<file path="config.mk">
export PLATFORM = sky130hd
export DESIGN_NAME = player_move_ctrl
export DESIGN_NICKNAME = d
export VERILOG_FILES = /design/src/rtl/bm_pkg.sv /design/src/rtl/bm_move_check.sv /design/src/rtl/player_move_ctrl.sv
export SDC_FILE = /design/constraint.sdc
export NUM_CORES = 1
export LEC_CHECK = 0
export ABC_AREA = 1
export BUFFER_PORTS_ARGS = -buffer_cell sky130_fd_sc_hd__buf_2
export CORE_MARGIN = 1
export CORE_UTILIZATION = 30
export DETAILED_ROUTE_END_ITERATION = 7
export GPL_ROUTABILITY_DRIVEN = 0
export HOLD_SLACK_MARGIN = 0.06
export PLACE_DENSITY = 0.62
export SYNTH_ARGS = -nofsm -noshare
export SYNTH_HDL_FRONTEND = slang
export SYNTH_SLANG_ARGS = --single-unit
export TNS_END_PERCENT = 10
</file>
<file path="constraint.sdc">
create_clock -name clk -period 4.4 [get_ports clk]
set_clock_uncertainty 0.2 [all_clocks]
set_input_delay 0.88 -clock clk [delete_from_list [all_inputs] [get_ports clk]]
set_output_delay 0.88 -clock clk [all_outputs]
set_load 0.005 [all_outputs]
</file>
<file path="src/rtl/bm_pkg.sv">
// Shared definitions for the arena movement/bomb controller.
//   - CMD_*     : per-player command encoding (3 bits, 6-7 unused)
//   - coord_w   : bit width needed to index n items (minimum 1)
//   - cell_idx  : linear map index of cell (x, y) in a grid w columns wide
package bm_pkg;

  localparam logic [2:0] CMD_NONE  = 3'd0;
  localparam logic [2:0] CMD_UP    = 3'd1;
  localparam logic [2:0] CMD_DOWN  = 3'd2;
  localparam logic [2:0] CMD_LEFT  = 3'd3;
  localparam logic [2:0] CMD_RIGHT = 3'd4;
  localparam logic [2:0] CMD_BOMB  = 3'd5;

  function automatic int unsigned coord_w(input int unsigned n);
    return (n <= 2) ? 1 : $clog2(n);
  endfunction

  function automatic int unsigned cell_idx(input int unsigned x, input int unsigned y,
                                           input int unsigned w);
    return y * w + x;
  endfunction

endpackage

</file>
<file path="src/rtl/bm_move_check.sv">
// Combinational per-player move decode and static legality.
//   cur_x/cur_y : player's current cell
//   cmd         : player's command
//   wall_map    : 1 = wall at cell y*GRID_W+x
//   bomb_map    : 1 = bomb at cell
//   is_move     : cmd is one of up/down/left/right
//   tgt_x/tgt_y : target cell (equals current cell when out of range)
//   static_ok   : target is in range and free of walls and bombs
module bm_move_check
  import bm_pkg::*;
#(
  parameter int unsigned GRID_W = 10,
  parameter int unsigned GRID_H = 10,
  localparam int unsigned XW = coord_w(GRID_W),
  localparam int unsigned YW = coord_w(GRID_H),
  localparam int unsigned NC = GRID_W * GRID_H,
  localparam int unsigned CW = coord_w(NC)
) (
  input  logic [XW-1:0] cur_x,
  input  logic [YW-1:0] cur_y,
  input  logic [2:0]    cmd,
  input  logic [NC-1:0] wall_map,
  input  logic [NC-1:0] bomb_map,
  output logic          is_move,
  output logic [XW-1:0] tgt_x,
  output logic [YW-1:0] tgt_y,
  output logic          static_ok
);

  logic          in_range;
  logic [CW-1:0] idx;

  // Bounds are tested before any arithmetic so an edge cell never wraps.
  always_comb begin
    is_move  = 1'b1;
    in_range = 1'b1;
    tgt_x    = cur_x;
    tgt_y    = cur_y;
    case (cmd)
      CMD_UP: begin
        if (cur_y == '0) in_range = 1'b0;
        else             tgt_y = cur_y - YW'(1);
      end
      CMD_DOWN: begin
        if (32'(cur_y) + 1 >= GRID_H) in_range = 1'b0;
        else                          tgt_y = cur_y + YW'(1);
      end
      CMD_LEFT: begin
        if (cur_x == '0) in_range = 1'b0;
        else             tgt_x = cur_x - XW'(1);
      end
      CMD_RIGHT: begin
        if (32'(cur_x) + 1 >= GRID_W) in_range = 1'b0;
        else                          tgt_x = cur_x + XW'(1);
      end
      default: is_move = 1'b0;
    endcase
    idx       = CW'(cell_idx(tgt_x, tgt_y, GRID_W));
    static_ok = in_range && !wall_map[idx] && !bomb_map[idx];
  end

endmodule

</file>
<file path="src/rtl/player_move_ctrl.sv">
// Multi-player movement and bomb-placement controller.
//   clk, rst            : clock, synchronous active-high reset
//   cmd_valid/cmd       : one 3-bit command per player per cycle
//   wall_map/bomb_map   : arena occupancy, 1 bit per cell
//   bomb_done           : pulse per player when one of its bombs exploded
//   pos_x/pos_y         : registered per-player position (flattened)
//   move_blocked        : pulse when an eligible move was rejected
//   bomb_valid/ready    : placement request channel to the bomb manager,
//   bomb_player/x/y       payload held stable until accepted
//   bomb_count          : live bombs per player (flattened)
module player_move_ctrl
  import bm_pkg::*;
#(
  parameter int unsigned GRID_W        = 10,
  parameter int unsigned GRID_H        = 10,
  parameter int unsigned NUM_P         = 2,
  parameter int unsigned MOVE_COOLDOWN = 4,
  parameter int unsigned MAX_BOMBS     = 1,
  // 32-bit field per player; field p is player p's reset coordinate
  parameter logic [32*NUM_P-1:0] START_X = {32'd8, 32'd1},
  parameter logic [32*NUM_P-1:0] START_Y = {32'd8, 32'd1},
  localparam int unsigned XW  = coord_w(GRID_W),
  localparam int unsigned YW  = coord_w(GRID_H),
  localparam int unsigned PW  = coord_w(NUM_P),
  localparam int unsigned BW  = coord_w(MAX_BOMBS + 1),
  localparam int unsigned NC  = GRID_W * GRID_H,
  localparam int unsigned CDW = coord_w(MOVE_COOLDOWN + 1)
) (
  input  logic               clk,
  input  logic               rst,
  input  logic [NUM_P-1:0]   cmd_valid,
  input  logic [3*NUM_P-1:0] cmd,
  input  logic [NC-1:0]      wall_map,
  input  logic [NC-1:0]      bomb_map,
  input  logic [NUM_P-1:0]   bomb_done,
  output logic [XW*NUM_P-1:0] pos_x,
  output logic [YW*NUM_P-1:0] pos_y,
  output logic [NUM_P-1:0]   move_blocked,
  output logic               bomb_valid,
  input  logic               bomb_ready,
  output logic [PW-1:0]      bomb_player,
  output logic [XW-1:0]      bomb_x,
  output logic [YW-1:0]      bomb_y,
  output logic [BW*NUM_P-1:0] bomb_count
);

  localparam int unsigned CW = coord_w(NC);

  // Position of p in the cyclic order that starts at base.
  function automatic int unsigned rr_dist(input int unsigned p, input int unsigned base);
    return (p + NUM_P - base) % NUM_P;
  endfunction

  logic [XW-1:0]  x_q [NUM_P], x_d [NUM_P], bx_q [NUM_P], bx_d [NUM_P], tgt_x [NUM_P];
  logic [YW-1:0]  y_q [NUM_P], y_d [NUM_P], by_q [NUM_P], by_d [NUM_P], tgt_y [NUM_P];
  logic [CDW-1:0] cd_q [NUM_P], cd_d [NUM_P];
  logic [BW-1:0]  cnt_q [NUM_P], cnt_d [NUM_P];
  logic [NUM_P-1:0] pend_q, pend_d, blk_q, blk_d;
  logic [NUM_P-1:0] eligible, is_move, static_ok, legal, accepted, contested, cand;
  logic [PW-1:0]  rr_q, rr_d, brr_q, brr_d, bp_q, bp_d;
  logic [XW-1:0]  bxo_q, bxo_d;
  logic [YW-1:0]  byo_q, byo_d;
  logic           bv_q, bv_d, hs, bomb_acc;
  int unsigned    mv_best, bb_best;

  assign hs = bv_q && bomb_ready;

  for (genvar p = 0; p < NUM_P; p++) begin : g_player
    bm_move_check #(
      .GRID_W (GRID_W),
      .GRID_H (GRID_H)
    ) u_check (
      .cur_x     (x_q[p]),
      .cur_y     (y_q[p]),
      .cmd       (cmd[3*p +: 3]),
      .wall_map  (wall_map),
      .bomb_map  (bomb_map),
      .is_move   (is_move[p]),
      .tgt_x     (tgt_x[p]),
      .tgt_y     (tgt_y[p]),
      .static_ok (static_ok[p])
    );
    assign eligible[p]            = cmd_valid[p] && (cd_q[p] == '0);
    assign pos_x[p*XW +: XW]      = x_q[p];
    assign pos_y[p*YW +: YW]      = y_q[p];
    assign bomb_count[p*BW +: BW] = cnt_q[p];
  end

  // Player-vs-player legality and conflict arbitration. A cell occupied by
  // another player is illegal even if that player is leaving it this cycle.
  always_comb begin
    legal     = '0;
    accepted  = '0;
    contested = '0;
    rr_d      = rr_q;
    mv_best   = NUM_P;
    for (int p = 0; p < NUM_P; p++) begin
      legal[p] = eligible[p] && is_move[p] && static_ok[p];
      for (int q = 0; q < NUM_P; q++) begin
        if (q != p && tgt_x[p] == x_q[q] && tgt_y[p] == y_q[q]) legal[p] = 1'b0;
      end
    end
    for (int p = 0; p < NUM_P; p++) begin
      accepted[p] = legal[p];
      for (int q = 0; q < NUM_P; q++) begin
        if (q != p && legal[p] && legal[q] && tgt_x[p] == tgt_x[q] && tgt_y[p] == tgt_y[q]) begin
          contested[p] = 1'b1;
          if (rr_dist(q, rr_q) < rr_dist(p, rr_q)) accepted[p] = 1'b0;
        end
      end
    end
    // The pointer only advances on a conflict, past the earliest winner.
    for (int p = 0; p < NUM_P; p++) begin
      if (accepted[p] && contested[p] && rr_dist(p, rr_q) < mv_best) begin
        mv_best = rr_dist(p, rr_q);
        rr_d    = PW'((p + 1) % NUM_P);
      end
    end
  end

  // Per-player next state and the bomb request channel.
  always_comb begin
    pend_d   = pend_q;
    blk_d    = '0;
    cand     = '0;
    bomb_acc = 1'b0;
    bv_d     = bv_q;
    bp_d     = bp_q;
    bxo_d    = bxo_q;
    byo_d    = byo_q;
    brr_d    = brr_q;
    bb_best  = NUM_P;
    for (int p = 0; p < NUM_P; p++) begin
      x_d[p]   = accepted[p] ? tgt_x[p] : x_q[p];
      y_d[p]   = accepted[p] ? tgt_y[p] : y_q[p];
      blk_d[p] = eligible[p] && is_move[p] && !accepted[p];
      if (accepted[p])         cd_d[p] = CDW'(MOVE_COOLDOWN);
      else if (cd_q[p] != '0)  cd_d[p] = cd_q[p] - CDW'(1);
      else                     cd_d[p] = cd_q[p];

      // Bomb command: capture the cell now; the request goes out later.
      bomb_acc = eligible[p] && (cmd[3*p +: 3] == CMD_BOMB) && !pend_q[p] &&
                 (32'(cnt_q[p]) < MAX_BOMBS) &&
                 !bomb_map[CW'(cell_idx(x_q[p], y_q[p], GRID_W))];
      bx_d[p] = bomb_acc ? x_q[p] : bx_q[p];
      by_d[p] = bomb_acc ? y_q[p] : by_q[p];
      if (hs && bp_q == PW'(p)) pend_d[p] = 1'b0;
      if (bomb_acc)             pend_d[p] = 1'b1;

      // Simultaneous handshake and explosion cancel out.
      cnt_d[p] = cnt_q[p];
      if (hs && bp_q == PW'(p)) begin
        if (!bomb_done[p]) cnt_d[p] = cnt_q[p] + BW'(1);
      end else if (bomb_done[p] && cnt_q[p] != '0) begin
        cnt_d[p] = cnt_q[p] - BW'(1);
      end

      cand[p] = pend_q[p] && !(hs && bp_q == PW'(p));
    end
    // Reload the output register when idle or when its request completes,
    // so requests can go out back to back.
    if (!bv_q || hs) begin
      bv_d = 1'b0;
      for (int p = 0; p < NUM_P; p++) begin
        if (cand[p] && rr_dist(p, brr_q) < bb_best) begin
          bb_best = rr_dist(p, brr_q);
          bv_d    = 1'b1;
          bp_d    = PW'(p);
          bxo_d   = bx_q[p];
          byo_d   = by_q[p];
          brr_d   = PW'((p + 1) % NUM_P);
        end
      end
    end
  end

  always_ff @(posedge clk) begin
    if (rst) begin
      for (int p = 0; p < NUM_P; p++) begin
        x_q[p]   <= XW'(START_X[32*p +: 32]);
        y_q[p]   <= YW'(START_Y[32*p +: 32]);
        cd_q[p]  <= '0;
        cnt_q[p] <= '0;
        bx_q[p]  <= '0;
        by_q[p]  <= '0;
      end
      pend_q <= '0;
      blk_q  <= '0;
      rr_q   <= '0;
      brr_q  <= '0;
      bv_q   <= 1'b0;
      bp_q   <= '0;
      bxo_q  <= '0;
      byo_q  <= '0;
    end else begin
      for (int p = 0; p < NUM_P; p++) begin
        x_q[p]   <= x_d[p];
        y_q[p]   <= y_d[p];
        cd_q[p]  <= cd_d[p];
        cnt_q[p] <= cnt_d[p];
        bx_q[p]  <= bx_d[p];
        by_q[p]  <= by_d[p];
      end
      pend_q <= pend_d;
      blk_q  <= blk_d;
      rr_q   <= rr_d;
      brr_q  <= brr_d;
      bv_q   <= bv_d;
      bp_q   <= bp_d;
      bxo_q  <= bxo_d;
      byo_q  <= byo_d;
    end
  end

  assign move_blocked = blk_q;
  assign bomb_valid   = bv_q;
  assign bomb_player  = bp_q;
  assign bomb_x       = bxo_q;
  assign bomb_y       = byo_q;

endmodule

</file>
==> impl_summary.md <==
Outcome
The run finished with clean final reports.

Synthesis
In this run, distinct cell masters in the synthesized netlist total 54. The async set or reset register ratio after synthesis is 0%. The number of storage elements in the synthesis netlist is 56.

The synthesized design devotes to its leading area cell type ~16% of total area. The synthesized area is 0.00990 mm^2. The count of warnings emitted by yosys is 0. The number of instances in the synthesized netlist is roughly 1,800. The post-synth net total is between 2,000 and 2,500. The most used flip-flop cell after synthesis is sky130_fd_sc_hd__dfxtp_1. The sequential-to-total area share from yosys stat is 11.3%. The per-instance average area after synthesis is around 5.5 um^2.

In the post-synthesis netlist, the biggest area contributors are sky130_fd_sc_hd__nand3_1 (16%), sky130_fd_sc_hd__nand2_1 (15%), sky130_fd_sc_hd__dfxtp_1 (11%), sky130_fd_sc_hd__inv_1 (9.7%), sky130_fd_sc_hd__o21ai_0 (8.5%). The number of enable-type register cells in the synthesized netlist is 0. The leading area contributor after synthesis is sky130_fd_sc_hd__nand3_1.

Placement
Port buffering added around 240 buffers. Including well taps, the total number of placed cells is 2,556. The total cell area at the placement stage is about 0.013 mm^2. The wire-length estimate of the detail-placed layout is 34,600 um.

Floorplanning
The die is 184 um tall. The initial utilization of the core area, before any placement, comes to 30.4%. The width of the die is 184 um.

between 200 and 250 I/O pins were placed. The placeable core region is 0.0325 mm^2. The die covers 0.0337 mm^2.

The floorplan has 66 rows.

Worst setup path
The critical path contains buffers and inverters numbering 7 combined. The data arrival time at the worst-slack endpoint is 4360 ps. By startpoint and endpoint, the worst setup path is classified as register to register. The worst register-to-register path has a depth of 27. The data required time at the worst endpoint is 4420 ps.

In this run the worst path has a maximum fanout of 5. The critical path endpoint category is a register. On the worst path, the slowest cell contributes a delay of 550 ps. Among all stages on the critical path, the largest delay is contributed by sky130_fd_sc_hd__fa_1.

The count of cell instances traversed by the critical path is 27. The startpoint class of the critical path is a register. The family with the most delay on the worst path is simple AND/OR/NAND/NOR gates.

Routing
For this run, design rule violations remaining after detail routing come to 0. The final route contains 14,000 vias. The remaining antenna violation count after routing is 0. After the first detailed-routing iteration, the DRC count stood at 1,290.

The total wire length is roughly 45,000 um. In the final routed layout, each cell accounts on average for 17.5 um. The routed via count divided by cell count is 5.40. Before antenna repair, the detailed router went through 6 iterations.

Pwr
In this run the static leakage power is 0.00669 uW. The highest ir drop seen on vdd is 0.216 mV. The total design power is 5080 uW. The power density over cell area is between 300 and 400 mW/mm^2.

Global routing
The global-route usage over all layers is 25.4%. The number of global-route vias before repair was 13,000. Entering global routing, the biggest net connects 62 pins. The initial antenna violation count is 3.

The wire length of the first global-routing pass is 68,000 um. The sum of overflow across all layers after global routing is 0.

Clock network
Clock-pin slew was measured on the worst setup and hold paths at 80 ps. The root cell of the clock tree is sky130_fd_sc_hd__clkbuf_16. The CTS tree is built. The number of sinks handled by clock tree synthesis is 56.

The number of clock buffers added by TritonCTS is 5. The number of H-tree branching levels is 2. The later-pin clock latency in the skew report is 300 ps. The deepest clock path buffer count is 2. The quantity of hold-fixing buffers added after cts is 0.

STA
At the pin with the least slew margin, the transition time is a little over 1000 ps. The number of pins exceeding their max-slew limit in the final report is 0. The count of endpoints failing hold in the final timing report is 0.

Setup repair after global routing could not meet its margin everywhere. Setup violations remaining at the end of the flow were counted as 0. Headroom to the max-slew limit came out at 32.7%. The highest clock rate is 231 MHz. Of the available clock period, the critical path in the final layout requires slightly below 100%. The smallest clock period supported by the final layout is computed as 4340 ps.

Cells and area
The library cell used most frequently in the layout, excluding fill and tap cells, is sky130_fd_sc_hd__nand2_1. The fraction of final layout cells with drive strength greater than 1 is 27.0%. The filler-free cell count of the finished design is roughly 2,600. The synthesis-to-layout area growth is 36.1%. Cells fill 41.4% of the core in the end. After filler insertion, the fill cell instance count of the layout stands at 3,531.

The net count of the finished layout is 2,404. The library cells used most frequently in the layout, excluding fill and tap cells, are sky130_fd_sc_hd__nand2_1 (382), sky130_fd_sc_hd__nand3_1 (314), sky130_fd_sc_hd__inv_1 (242). The finished cells cover 0.0135 mm^2.

Worst hold path
The worst hold path belongs to the class register to register. The worst hold path passes through 2 cells.

Flow run
The max capacitance violation total is 0.
registers in the layout, summed over array words and instances (netlist names):
register,flops
bx_q,8
by_q,8
x_q,8
y_q,8
cd_q,6
bomb_x,4
bomb_y,4
cnt_q,2
move_blocked,2
pend_q,2
bomb_player,1
bomb_valid,1
brr_q,1
rr_q,1
logic make-up (layout without fill, tap and decap cells):
logic type,after synthesis,count (layout),synth area share (%)
AOI/OAI and AO/OA,387,387,21.5
DFF,56,56,11.3
other,0,2,0
muxes,1,1,0.101
and+or+nand+nor,905,906,41.1
xor gates and xnor gates,45,45,3.98
adders and majority gates,50,50,6.92
buffers and inverters,368,697,15.2
area by class of cell:
cell class / instances / area [um^2] / area share, %
Timing Repair Buffer: 415 / 2690 / 20.0
Multi-Input combinational cell: 1389 / 7870 / 58.4
Sequential cell: 56 / 1140 / 8.48
Clock buffer: 5 / 125 / 0.929
Tap cell: 442 / 553 / 4.11
Antenna cell: 2 / 5.00 / 0.0372
Inverter: 274 / 1050 / 7.80
Clock inverter: 3 / 27.5 / 0.204
through the flow:
step,TNS [ps],hold slack (ps),setup slack [ps]
after floorplan,0,224,14.5
after global placement,-7350,238,-354
after detailed placement,-9220,243,-438
after CTS,0,254,0.0395
after global routing,-1590,278,-123
final,0,252,64.4
power by group:
part	switching, uW	internal (uW)
Combinational	2470	1570
Sequential	52.1	565
Clock	201	217
metal layers:
metal  GRT usage (%)  vias up  part of all wire, %
met2            42.3      842                   45
met1            32.4     6303                   40
li1                -     6647                    -
met5               0        -                0.018
met4            10.5        2                  4.4
met3            3.94      168                   10
synth_stat cells (all sizes together) (13+ instances only):
cell type	number
clkbuf	51
dfxtp	56
ha	42
o21ai	182
nor3	17
nand3	327
a21oi	138
a31oi	13
nand2	408
inv	269
nor2	117
buf	43
xor2	39
path summary, 6_finish.rpt:
kind | startpoint | slack, ps | end
worst max-delay path | y_q[0][0]$_SDFFE_PP1P_ | 60 | x_q[0][4]$_SDFFE_PP0P_
worst min-delay path | by_q[0][7]$_SDFFE_PP0P_ | 250 | by_q[0][7]$_SDFFE_PP0P_
worst max register to register | y_q[0][0]$_SDFFE_PP1P_ | 60 | x_q[0][4]$_SDFFE_PP0P_
worst min register to register | by_q[0][7]$_SDFFE_PP0P_ | 250 | by_q[0][7]$_SDFFE_PP0P_
worst reg2reg max path, cell delays in order (launching register included):
cell and delay [ps]:
sky130_fd_sc_hd__dfxtp_2 350, sky130_fd_sc_hd__buf_6 130, sky130_fd_sc_hd__buf_6 110, sky130_fd_sc_hd__nand3_4 70
sky130_fd_sc_hd__xor2_2 210, sky130_fd_sc_hd__and2_4 200, sky130_fd_sc_hd__nor2_4 50, sky130_fd_sc_hd__buf_4 120
sky130_fd_sc_hd__buf_4 120, sky130_fd_sc_hd__nor2_1 130, sky130_fd_sc_hd__nand2_1 100, sky130_fd_sc_hd__nand2_2 100
sky130_fd_sc_hd__ha_4 210, sky130_fd_sc_hd__ha_4 150, sky130_fd_sc_hd__fa_1 550, sky130_fd_sc_hd__inv_2 60
sky130_fd_sc_hd__nor2_2 90, sky130_fd_sc_hd__xor2_1 170, sky130_fd_sc_hd__xor2_1 150, sky130_fd_sc_hd__inv_1 90
sky130_fd_sc_hd__nand3_2 80, sky130_fd_sc_hd__nand3_4 110, sky130_fd_sc_hd__nor2_4 210, sky130_fd_sc_hd__nand2_4 120
sky130_fd_sc_hd__buf_12 150, sky130_fd_sc_hd__nand3_1 60, sky130_fd_sc_hd__nand2_1 60, sky130_fd_sc_hd__nor2_1 130
repair_timing:
action	CTS	global route
hold endpoints to repair	0	0
setup endpoints to repair	25	25
buffers inserted	5	14
cloned	0	1
resized for setup	25	134
pin swaps	10	58
Note: power is estimated with default switching activity, not from simulation.
